`config.mk`:
```
export PLATFORM = sky130hd
export DESIGN_NAME = execute_stage
export DESIGN_NICKNAME = d
export VERILOG_FILES = /design/src/rtl/exec_pkg.sv /design/src/rtl/iter_multiplier.sv /design/src/rtl/execute_stage.sv
export SDC_FILE = /design/constraint.sdc
export NUM_CORES = 2
export LEC_CHECK = 0
export CAP_MARGIN = 20
export CORE_MARGIN = 1
export CORE_UTILIZATION = 30
export DETAILED_ROUTE_END_ITERATION = 16
export GPL_TIMING_DRIVEN = 0
export SLEW_MARGIN = 10
export SYNTH_ARGS = -nofsm -noshare
export SYNTH_HDL_FRONTEND = slang
export SYNTH_SLANG_ARGS = --single-unit
```
`constraint.sdc`:
```
create_clock -name clk -period 19.4 [get_ports clk]
set_input_delay 1.94 -clock clk [delete_from_list [all_inputs] [get_ports clk]]
set_output_delay 1.94 -clock clk [all_outputs]
set_load 0.02 [all_outputs]
```
`src/rtl/exec_pkg.sv`:
```
// exec_pkg: ALU op codes, operand-select codes and FSM states shared by the execute stage
package exec_pkg;
  localparam logic [3:0] OP_AND  = 4'b0000;
  localparam logic [3:0] OP_OR   = 4'b0001;
  localparam logic [3:0] OP_ADD  = 4'b0010;
  localparam logic [3:0] OP_SUB  = 4'b0110;
  localparam logic [3:0] OP_PASS = 4'b0111;
  localparam logic [3:0] OP_NOR  = 4'b1100;
  localparam logic [3:0] OP_MUL  = 4'b1000;
  localparam logic [1:0] SRC_REG  = 2'b00;
  localparam logic [1:0] SRC_SEXT = 2'b01;
  localparam logic [1:0] SRC_UIMM = 2'b10;
  typedef enum logic {S_IDLE, S_MUL} state_t;
endpackage

```
`src/rtl/iter_multiplier.sv`:
```
// iter_multiplier: shift-add multiplier, one step per cycle, XLEN steps after start
module iter_multiplier #(
  parameter int XLEN = 64
) (
  input  logic            clk,
  input  logic            rst_n,
  input  logic            start,
  input  logic [XLEN-1:0] a,
  input  logic [XLEN-1:0] b,
  output logic            done,
  output logic [XLEN-1:0] product
);
  localparam int CW = $clog2(XLEN) + 1;
  logic [CW-1:0]   cnt;
  logic [XLEN-1:0] mcand, mplier, acc;
  // product already includes the step being taken this cycle, so the final
  // step and the result write share one edge; once mplier is exhausted it equals acc
  assign product = acc + (mplier[0] ? mcand : '0);
  assign done    = cnt >= CW'(XLEN - 1);
  always_ff @(posedge clk or negedge rst_n) begin
    if (!rst_n) begin
      cnt    <= CW'(XLEN);
      mcand  <= '0;
      mplier <= '0;
      acc    <= '0;
    end else if (start) begin
      cnt    <= '0;
      mcand  <= a;
      mplier <= b;
      acc    <= '0;
    end else if (cnt != CW'(XLEN)) begin
      cnt    <= cnt + 1'b1;
      mcand  <= mcand << 1;
      mplier <= mplier >> 1;
      acc    <= product;
    end
  end
endmodule

```
`src/rtl/execute_stage.sv`:
```
// execute_stage: handshaked LEGv8 execute stage with iterative MUL, branch resolution and a one-entry output buffer
module execute_stage
  import exec_pkg::*;
#(
  parameter int XLEN   = 64,
  parameter int UIMM_W = 12,
  parameter bit MUL_EN = 1'b1
) (
  input  logic              clk,
  input  logic              rst_n,
  input  logic              flush,
  input  logic              in_valid,
  output logic              in_ready,
  input  logic [XLEN-1:0]   in_pc,
  input  logic [3:0]        in_op,
  input  logic [1:0]        in_alusrc,
  input  logic [XLEN-1:0]   in_sext,
  input  logic [UIMM_W-1:0] in_uimm,
  input  logic [XLEN-1:0]   in_d1,
  input  logic [XLEN-1:0]   in_d2,
  input  logic [4:0]        in_rd,
  input  logic              in_b,
  input  logic              in_bz,
  input  logic              in_bnz,
  input  logic              in_memread,
  input  logic              in_memwrite,
  input  logic              in_memtoreg,
  input  logic              in_regwrite,
  output logic              out_valid,
  input  logic              out_ready,
  output logic [XLEN-1:0]   out_result,
  output logic              out_zero,
  output logic [XLEN-1:0]   out_target,
  output logic              out_pcsrc,
  output logic [XLEN-1:0]   out_store,
  output logic [4:0]        out_rd,
  output logic              out_memread,
  output logic              out_memwrite,
  output logic              out_memtoreg,
  output logic              out_regwrite,
  output logic              out_illegal
);
  state_t state, state_nxt;
  logic live, op_ok, ill, is_mul, accept, start, drain_ok, mul_done, wr, m;
  logic [XLEN-1:0] opb, alu_res, prod, res, pc_s, sext_s, d2_s;
  logic [XLEN-1:0] h_pc, h_sext, h_d2;
  logic [4:0] h_rd, rd_s;
  logic h_b, h_bz, h_bnz, h_memread, h_memwrite, h_memtoreg, h_regwrite;
  logic b_s, bz_s, bnz_s, memread_s, memwrite_s, memtoreg_s, regwrite_s, zero, ill_s, pcsrc;
  assign opb = in_alusrc == SRC_REG  ? in_d2 :
               in_alusrc == SRC_SEXT ? in_sext : XLEN'(in_uimm);
  always_comb begin
    alu_res = '0;
    op_ok   = 1'b1;
    case (in_op)
      OP_AND:  alu_res = in_d1 & opb;
      OP_OR:   alu_res = in_d1 | opb;
      OP_ADD:  alu_res = in_d1 + opb;
      OP_SUB:  alu_res = in_d1 - opb;
      OP_PASS: alu_res = opb;
      OP_NOR:  alu_res = ~(in_d1 | opb);
      OP_MUL:  op_ok   = MUL_EN;
      default: op_ok   = 1'b0;
    endcase
  end
  assign ill      = ~op_ok | (in_alusrc == 2'b11);
  assign is_mul   = (in_op == OP_MUL) & ~ill;
  assign drain_ok = ~out_valid | out_ready;
  // live holds in_ready low for the first cycle after reset release
  assign in_ready = live & (state == S_IDLE) & drain_ok & ~flush;
  assign accept   = in_valid & in_ready;
  assign start    = accept & is_mul;
  assign m        = state == S_MUL;
  assign wr       = (accept & ~is_mul) | (m & mul_done & drain_ok & ~flush);
  iter_multiplier #(.XLEN(XLEN)) u_mul (
    .clk(clk), .rst_n(rst_n), .start(start), .a(in_d1), .b(opb),
    .done(mul_done), .product(prod)
  );
  // in MUL the buffer is written from the held fields, otherwise straight from the inputs
  assign res        = m ? prod : (ill ? '0 : alu_res);
  assign pc_s       = m ? h_pc : in_pc;
  assign sext_s     = m ? h_sext : in_sext;
  assign d2_s       = m ? h_d2 : in_d2;
  assign rd_s       = m ? h_rd : in_rd;
  assign b_s        = m ? h_b : in_b;
  assign bz_s       = m ? h_bz : in_bz;
  assign bnz_s      = m ? h_bnz : in_bnz;
  assign memread_s  = m ? h_memread : in_memread;
  assign memwrite_s = m ? h_memwrite : in_memwrite;
  assign memtoreg_s = m ? h_memtoreg : in_memtoreg;
  assign regwrite_s = m ? h_regwrite : in_regwrite;
  assign ill_s      = ~m & ill;
  assign zero       = res == '0;
  assign pcsrc      = ~ill_s & (b_s | (bz_s & zero) | (bnz_s & ~zero));
  always_comb begin
    state_nxt = state;
    if (state == S_IDLE) state_nxt = start ? S_MUL : S_IDLE;
    else if (flush | (mul_done & drain_ok)) state_nxt = S_IDLE;
  end
  always_ff @(posedge clk or negedge rst_n) begin
    if (!rst_n) begin
      state <= S_IDLE;
      live  <= 1'b0;
    end else begin
      state <= state_nxt;
      live  <= 1'b1;
    end
  end
  always_ff @(posedge clk or negedge rst_n) begin
    if (!rst_n) begin
      {h_pc, h_sext, h_d2, h_rd} <= '0;
      {h_b, h_bz, h_bnz, h_memread, h_memwrite, h_memtoreg, h_regwrite} <= '0;
    end else if (start) begin
      {h_pc, h_sext, h_d2, h_rd} <= {in_pc, in_sext, in_d2, in_rd};
      {h_b, h_bz, h_bnz, h_memread, h_memwrite, h_memtoreg, h_regwrite} <=
        {in_b, in_bz, in_bnz, in_memread, in_memwrite, in_memtoreg, in_regwrite};
    end
  end
  always_ff @(posedge clk or negedge rst_n) begin
    if (!rst_n) begin
      out_valid  <= 1'b0;
      {out_result, out_zero, out_target, out_pcsrc, out_store, out_rd} <= '0;
      {out_memread, out_memwrite, out_memtoreg, out_regwrite, out_illegal} <= '0;
    end else if (flush) begin
      out_valid <= 1'b0;
    end else if (wr) begin
      out_valid    <= 1'b1;
      out_result   <= res;
      out_zero     <= zero;
      out_target   <= pc_s + (sext_s << 2);
      out_pcsrc    <= pcsrc;
      out_store    <= d2_s;
      out_rd       <= rd_s;
      out_memread  <= memread_s & ~ill_s;
      out_memwrite <= memwrite_s & ~ill_s;
      out_memtoreg <= memtoreg_s;
      out_regwrite <= regwrite_s & ~ill_s;
      out_illegal  <= ill_s;
    end else if (out_ready) begin
      out_valid <= 1'b0;
    end
  end
endmodule

```
# Yosys cells after proc, flatten, opt, wreduce, memory -nomap -nowiden
# Index checks and enable logic that the tools add are counted.
[word_totals] out_inout_bits=206 input_bits=291 elab_cells=118 ff_bits=608
[classes] addsub=5 n_eq_ne=9 n_lt_le_gt_ge=1 muxes=32 bitwise_logic=35 reduce_logical=7
[ops] cell="two-way mux 64 bit" n=13
[ops] cell="case mux 64 bit (6 select lines)" n=1
[ops] cell="adder 64 bit" n=3
[ops] cell="AND 64 bit" n=1
[ops] cell="zero test 64 bit" n=1
[ops] cell="NOT 64 bit" n=1
[ops] cell="bitwise OR 64 bit" n=1
[ops] cell="subtractor 64 bit" n=1
[ops] cell="two-way mux 62 bit" n=1
[ops] cell="AND 1 bit" n=18
[ops] cell="two-way mux 1 bit" n=14
[ops] cell="two-way mux 7 bit" n=2
[ops] cell="== test 4 x 3 -> 1 bit (second input constant)" n=2
[ops] cell="== test 4 bit (second input constant)" n=2
[ops] cell="NOT 1 bit" n=8
[ops] cell="adder 7 x 1 -> 7 bit (second input constant)" n=1
[ops] cell=">= comparator 7 x 6 -> 1 bit (second input constant)" n=1
[ops] cell="inequality test 7 bit (second input constant)" n=1
[ops] cell="OR reduction 7 bit" n=1
[ops] cell="bitwise OR 1 bit" n=6
[ops] cell="two-way mux 5 bit" n=1
[ops] cell="== test 4 x 1 -> 1 bit (second input constant)" n=1
[ops] cell="== test 4 x 2 -> 1 bit (second input constant)" n=1
[ops] cell="zero test 4 bit" n=1
[ops] cell="6 further kinds" n=6

# Depth between registers and ports, before layout
[logic_depth] depth_word=13 mapped_depth=33 ltp_nobuf=30

# By module
# From an unflattened synthesis, not the netlist that was laid out.
[unflattened] hier_cells=4964 area_unflattened_um2=43681.9
[by_module_without_submodules] mod="execute_stage" area_each_um2=30666.9 seq_area_each_um2=10234.8 cells_each=3429 n_inst=1
[by_module_without_submodules] mod="iter_multiplier" area_each_um2=13015.0 seq_area_each_um2=4981.0 cells_each=1535 n_inst=1

# Least setup slack after synthesis
# Ideal clock, no wire load.
[synth_timing] path_type="input -> register" start="in in_alusrc[0]" end="reg out_pcsrc" cell_stages=29 setup_slack_ns=11.197 arrival_time_ns=8.061 t_required_ns=19.258 setup_ns=0.142 n_path_buf=3 path_cell_list="buf_6 > buf_2 > mux2i_1 > o21a_1 > nand4b_1 > or3_4 > nor4_4 > nand3_2 > or3_4 > nor3_4 > nand2_2 > or4_4 > o31ai_1 > xor2_1 > ha_1 > clkbuf_1 > inv_1 > o21bai_1 > a21oi_1 > nand2b_1 > or3_1 > o221a_2 > xor2_1 > a221o_1 > or4_1 > nor3_1 > and4_1 > and2_1 > o221ai_1"
[synth_between] elab_chain_cells=13 word_cells_on_any_way=29 classes_between="2 x add/sub; 2 x eq/ne; 5 x mux; 17 x bitwise; 3 x reduce/logical"
[synth_rtl] element="start: declaration" line="execute_stage.sv:16" rtl="input logic [1:0] in_alusrc,"
[synth_rtl] element="parallel branches: the longest is 13 deep, another holds subtractor 64 bit"
[synth_rtl] element="end signal: assignment" line="execute_stage.sv:131" rtl="out_pcsrc <= pcsrc;"
[synth_rtl] element="end: declaration" line="execute_stage.sv:34" rtl="output logic out_pcsrc,"
# Several ways; the timed one is not identified.
# A chain may end at the register's enable or synchronous reset.

# Final worst setup path
[layout_timing] start="in in_op[1]" end="reg out_pcsrc"
[layout_between] elab_chain_cells=12 word_cells_on_any_way=29 classes_between="6 x eq/ne; 4 x mux; 15 x bitwise; 4 x reduce/logical"
[layout_rtl] element="start: declaration" line="execute_stage.sv:15" rtl="input logic [3:0] in_op,"
[layout_rtl] element="== test 4 bit, or another cell as far along" line="execute_stage.sv:55, execute_stage.sv:67"
[layout_rtl] element="OR reduction 7 bit (no line)"
[layout_rtl] element="two-way mux 1 bit" line="execute_stage.sv:55" rtl="case (in_op)"
[layout_rtl] element="NOT 1 bit" line="execute_stage.sv:66" rtl="assign ill = ~op_ok | (in_alusrc == 2'b11);"
[layout_rtl] element="bitwise OR 1 bit" line="execute_stage.sv:66"
[layout_rtl] element="two-way mux 64 bit (2 in a row)" line="execute_stage.sv:80" rtl="assign res = m ? prod : (ill ? '0 : alu_res);"
[layout_rtl] element="zero test 64 bit" line="execute_stage.sv:93" rtl="assign zero = res == '0;"
[layout_rtl] element="AND 1 bit or NOT 1 bit (tied branches)" line="execute_stage.sv:94" rtl="assign pcsrc = ~ill_s & (b_s | (bz_s & zero) | (bnz_s & ~zero));"
[layout_rtl] element="bitwise OR 1 bit or AND 1 bit (tied branches)" line="execute_stage.sv:94"
[layout_rtl] element="bitwise OR 1 bit" line="execute_stage.sv:94"
[layout_rtl] element="AND 1 bit" line="execute_stage.sv:94"
# Several ways; a longest one is shown, not always the timed one.

==> reports/results.env <==
REG2REGPATHDEPTH=24
ROUTED_WIRE_LENGTH_PER_INSTANCE_UM=26.56
TIMING.CRITICAL_PATH.FROM_TYPE='input pin'
POST-DP-HPWL_MM=173.4
DRIVE_ABOVE_1_SHARE=0.05989
GROUTE.LAYER.MET2.USAGE=0.4552
DETAILEDROUTE.FIRSTITERATIONVIOLATIONS=4232
CLOCKBUFFERDEPTH=3
IO_PINS=497
TIMING.HOLD.WORST.CLASS='reg2reg'
CRIT_TYPE='in2reg'
SYNTH_AREA_PER_CELL_SQ_UM=7.886
MULTI_INPUT_AREA_SQ_UM=26480
GRT.OVERFLOW.TOTAL=0
FF_LATCH_AREA_SQ_UM=15220
FLOW.AREA_GROWTH_FROM_SYNTHESIS_PCT=24.18
NETLIST_AREA_SQ_UM=43270
CLOCK_EDGE_TRANSITION_AT_THE_REGISTERS_ON_THE_REPORTED_SETUP_AND_HOLD_PATHS_NS=0.06
FINAL_CELLS=8053
YOSYS_MOST_USED_DFF='sky130_fd_sc_hd__dfrtp_1'
LAYOUT.CELLS.MOST_COMMON='sky130_fd_sc_hd__nand2_1'
P_CLK_FRAC=0.262
FINAL_MAX_SLEW_VIOL_COUNT=0
CELL_INTERNAL_PWR_mW=3.424
SYNTH_SEQ_CELLS=608
CPMOSTUSEDCELL='sky130_fd_sc_hd__clkbuf_1'
POSTCTSHOLDBUFS=0
DIE_WIDTH_UM=381.8
POWER_TOTAL_mW=5.907
SYNTH_EDF_COUNT=0
CRITICAL-PATH-TOP-DELAY-FAMILY='simple AND/OR/NAND/NOR gates'
PLACE.DETAILED.INSTANCES=7893
DESIGN.FINAL.NETS=6568
TOTALNEGATIVESETUPSLACK_NS=0
WORST_HOLD_STARTPOINT='h_pc[52]'
GRT_ANTENNA_BEFORE_REPAIR=37
YOSYSWARNINGCOUNT=0
SLOWEST_DELAY_NS=0.68
VIAS=44450
CTS.ROOT.BUFFER_CELL='sky130_fd_sc_hd__clkbuf_16'
HOLDPATHSTAGES=2
GRT_USE_TOTAL=0.2843
DRTANTENNAVIOLNETS=0
SYN_NETS=5973
SLEW_HEADROOM=0.1819
MAXCLOCKFREQUENCY_MHz=94.87
COMB_POWER_SHARE=0.443
MET3_USAGE_IN_GLOBAL_ROUTING=0.05903
GRT_MAX_DEGREE=104
COREAREA_SQ_UM=142300
DIE_AREA_SQ_UM=145800
SYNTH_TOP_AREA_SHARE=0.3510
SEQ_POWER_SHARE=0.295
FIN_SKEW_NS=0.04594
FINALWORSTPATHREQUIREDPERIOD_NS=10.54
SETUP.REG_TO_REG.WORST_SLACK_NS=9.67
TIMING.FINAL.HOLD_VIOLATIONS=0
FINAL-SETUP-VIOL-COUNT=0
GLOBAL_ROUTE_WIRE_LENGTH_BEFORE_REPAIR_MM=303.7
CTS-HTREE-LEVELS=3
CTS_SETUP_BUFFERS=0
CRITICAL_PATH.N_BUFFERS_INVERTERS=5
TRITONCTS='yes'
PORT_BUFS=494
YS_TOP_CELLS_BY_AREA='sky130_fd_sc_hd__dfrtp_1, sky130_fd_sc_hd__nand2_1, sky130_fd_sc_hd__ha_1'
CRITICAL_PATH_PEAK_FANOUT=10
FINALWEIGHTEDCONGESTION=0.9957
PATH_CELLS='clkdlybuf4s50_1, or3b_2, clkbuf_1, nor2_1, clkbuf_1, clkbuf_1, nor2_1, xnor2_1, ha_1, buf_2, nand4_1, a211o_1, a311oi_1, nor3b_1, o31ai_2, a311oi_1, or2_1, o311a_1, a221oi_1, nand4_1, nor4_1, and4_1, and2_1, o221ai_1'
GRT-BUSIEST-LAYER='met2'
CTS_REPAIR_RESIZE_COUNT=0
SYNTH_AREA_LEADER_CELL='sky130_fd_sc_hd__dfrtp_1'
SYNTH.YOSYS.SEQ_AREA_SHARE=0.3516
LAYOUT.FILLER_CELLS=14840
POSTSYNTH.ASYNCRESETSHARE=1.000
DATA_REQUIRED_TIME_OF_THE_WORST_PATH_NS=19.98
CTS_BUFFERS=76
R2R-START='m'
ROUTED_VIA_DENSITY=5.520
RSZ0062_AT_GRT='no'
WORST_IR_DROP_ON_VDD_V=0.00006846
TIGHTESTPINTRANSITION_NS=1.227
DIE_H_UM=381.8
POWER_LEAKAGE_nW=23.34
CLOCK_LATENCY_ON_THE_WORST_SKEW_PAIR_NS=0.73
CLKSINKCOUNT=608
NETLIST_INSTANCES=5487
SLOWEST_CELL_ON_THE_CRITICAL_PATH='sky130_fd_sc_hd__a311oi_1'
REG2REG_TO='out_target[63]'
HOLD-PATH-ENDPOINT='h_pc[52]'
POSTROUTEWIRELENGTH_MM=213.9
DRC=0
MAX_CAP_VIOL_COUNT=0
MET1_USAGE=0.3630
OUTCOME='finished, final reports clean'
POWER-PER-CELL-AREA_nW_PER_UM2=109.9
INITIAL_CORE_UTILIZATION=0.3041
ARRIVAL_NS=11.12
DRT_PRE_ANTENNA_ITERS=7
FIRST_GLOBAL_VIAS=43080
END_KIND='flop'
SWITCHING_SHARE=0.4203
FINAL_CELL_MIX='sky130_fd_sc_hd__nand2_1, sky130_fd_sc_hd__dfrtp_1, sky130_fd_sc_hd__nor2_1'
MIN_PERIOD_OVER_PERIOD=0.5433
NUMBER_OF_DIFFERENT_LIBRARY_CELLS_IN_THE_POST_SYNTHESIS_NETLIST=97
POST_LAYOUT_UTILIZATION_OF_THE_CORE=0.3777
FLOORPLAN.ROWS=138
P_SWITCHING_mW=2.483
## cells in the mapped netlist, types with 15 or more instances
master,instances
sky130_fd_sc_hd__o211ai_1,25
sky130_fd_sc_hd__nor2_1,536
sky130_fd_sc_hd__nand2_1,1313
sky130_fd_sc_hd__a31oi_1,153
sky130_fd_sc_hd__and2_1,80
sky130_fd_sc_hd__o21ai_0,279
sky130_fd_sc_hd__o31ai_1,32
sky130_fd_sc_hd__buf_1,27
sky130_fd_sc_hd__a221oi_1,15
sky130_fd_sc_hd__nor4_1,23
sky130_fd_sc_hd__dfrtp_1,607
sky130_fd_sc_hd__inv_1,65
sky130_fd_sc_hd__maj3_1,59
sky130_fd_sc_hd__mux2i_1,149
sky130_fd_sc_hd__a2bb2oi_1,41
sky130_fd_sc_hd__and3_1,31
sky130_fd_sc_hd__clkbuf_1,293
sky130_fd_sc_hd__nor2b_1,26
sky130_fd_sc_hd__nand4_1,54
sky130_fd_sc_hd__xnor2_1,130
sky130_fd_sc_hd__a21oi_1,447
sky130_fd_sc_hd__o21a_1,37
sky130_fd_sc_hd__a211oi_1,34
sky130_fd_sc_hd__xor2_1,100
sky130_fd_sc_hd__nand3_1,71
sky130_fd_sc_hd__o21bai_1,30
sky130_fd_sc_hd__or3_1,20
sky130_fd_sc_hd__a21o_1,78
sky130_fd_sc_hd__nand2b_1,25
sky130_fd_sc_hd__nor3_1,127
sky130_fd_sc_hd__mux2_2,133
sky130_fd_sc_hd__ha_1,192
## registers in the layout (all words and copies together), names as in the netlist, 5 cells and up
| name | cells |
|---|---|
| h_pc | 64 |
| u_mul.mcand | 64 |
| out_store | 64 |
| h_sext | 62 |
| u_mul.mplier | 64 |
| u_mul.cnt | 7 |
| h_rd | 5 |
| u_mul.acc | 64 |
| out_result | 64 |
| out_rd | 5 |
| h_d2 | 64 |
| out_target | 64 |
## worst max path at each step
stage	to	slack [ns]	cells past startpoint	from
floorplan	out_pcsrc	11.20	29	in_alusrc[0]
global placement	u_mul.mcand[48]	-12.63	1	rst_n
detailed placement	out_pcsrc	8.29	24	in_op[1]
CTS	out_pcsrc	9.00	24	in_op[1]
global route	out_pcsrc	8.73	24	in_op[1]
finish	out_pcsrc	8.86	24	in_op[1]
## cell families after synthesis
kind of cell | after synthesis | share of synthesized area
compound gates | 1325 | 0.1894
xor+xnor | 230 | 0.04655
fa+ha+maj | 254 | 0.07055
buf+inv | 407 | 0.03675
flops | 608 | 0.3516
mux | 288 | 0.07093
other cells | 1 | 0.00008666
simple gates | 2374 | 0.2341
## final cells by class
type / count / area share
multi-input combinational: 4472 / 0.4928
sequential: 608 / 0.2832
timing repair buffer: 517 / 0.09949
tap: 1890 / 0.04401
clock buffer: 95 / 0.03858
buffer: 341 / 0.02529
clock inverter: 46 / 0.01127
inverter: 66 / 0.004610
antenna: 18 / 0.0008382
## worst register-to-register path: stages, from the launching register on
cell and delay (ns):
sky130_fd_sc_hd__dfrtp_1 0.32, sky130_fd_sc_hd__clkbuf_1 0.49, sky130_fd_sc_hd__clkbuf_1 0.64, sky130_fd_sc_hd__clkbuf_1 0.54, sky130_fd_sc_hd__clkbuf_1 0.64, sky130_fd_sc_hd__clkbuf_1 0.85, sky130_fd_sc_hd__buf_2 0.70, sky130_fd_sc_hd__buf_2 0.80
sky130_fd_sc_hd__mux2i_1 0.41, sky130_fd_sc_hd__inv_1 0.08, sky130_fd_sc_hd__ha_1 0.31, sky130_fd_sc_hd__a211oi_1 0.34, sky130_fd_sc_hd__o211ai_1 0.16, sky130_fd_sc_hd__a21oi_1 0.37, sky130_fd_sc_hd__o22ai_1 0.23, sky130_fd_sc_hd__o2111ai_1 0.36
sky130_fd_sc_hd__o211ai_1 0.24, sky130_fd_sc_hd__o21ai_0 0.73, sky130_fd_sc_hd__o311a_1 0.30, sky130_fd_sc_hd__nor2_1 0.10, sky130_fd_sc_hd__a22o_1 0.27, sky130_fd_sc_hd__o21a_1 0.18, sky130_fd_sc_hd__o21ai_0 0.31, sky130_fd_sc_hd__nand3_1 0.13
sky130_fd_sc_hd__o211ai_1 0.14
## metrics by stage
stage | cell area (sq um) | setup WS [ns] | hold slack, ns
after global placement | 50580 | -12.63 | 0.4512
after CTS | 53680 | 9.003 | 0.4717
final | 53740 | 8.860 | 0.4661
after floorplan | 43270 | 11.20 | 0.4401
after detailed placement | 51000 | 8.290 | 0.4564
after global routing | 53730 | 8.730 | 0.4863
## power groups by stage
stage	Sequential, mW	Combinational, mW	Clock, mW
after CTS	1.74	2.56	1.57
after global routing	1.77	2.82	1.62
after global placement	1.76	2.53	0
after detailed placement	1.75	2.55	0
after floorplan	1.81	1.52	0
final	1.75	2.61	1.55
## per-layer routing
layer | share of wire | vias to the layer above | wire length, um
met2 | 0.46 | 1785 | 97560
met5 | 0.0011 | - | 243
met1 | 0.42 | 21770 | 89030
met4 | 0.049 | 36 | 10570
met3 | 0.077 | 441 | 16470
li1 | - | 20420 | -
(Power assumes the default switching activity.)
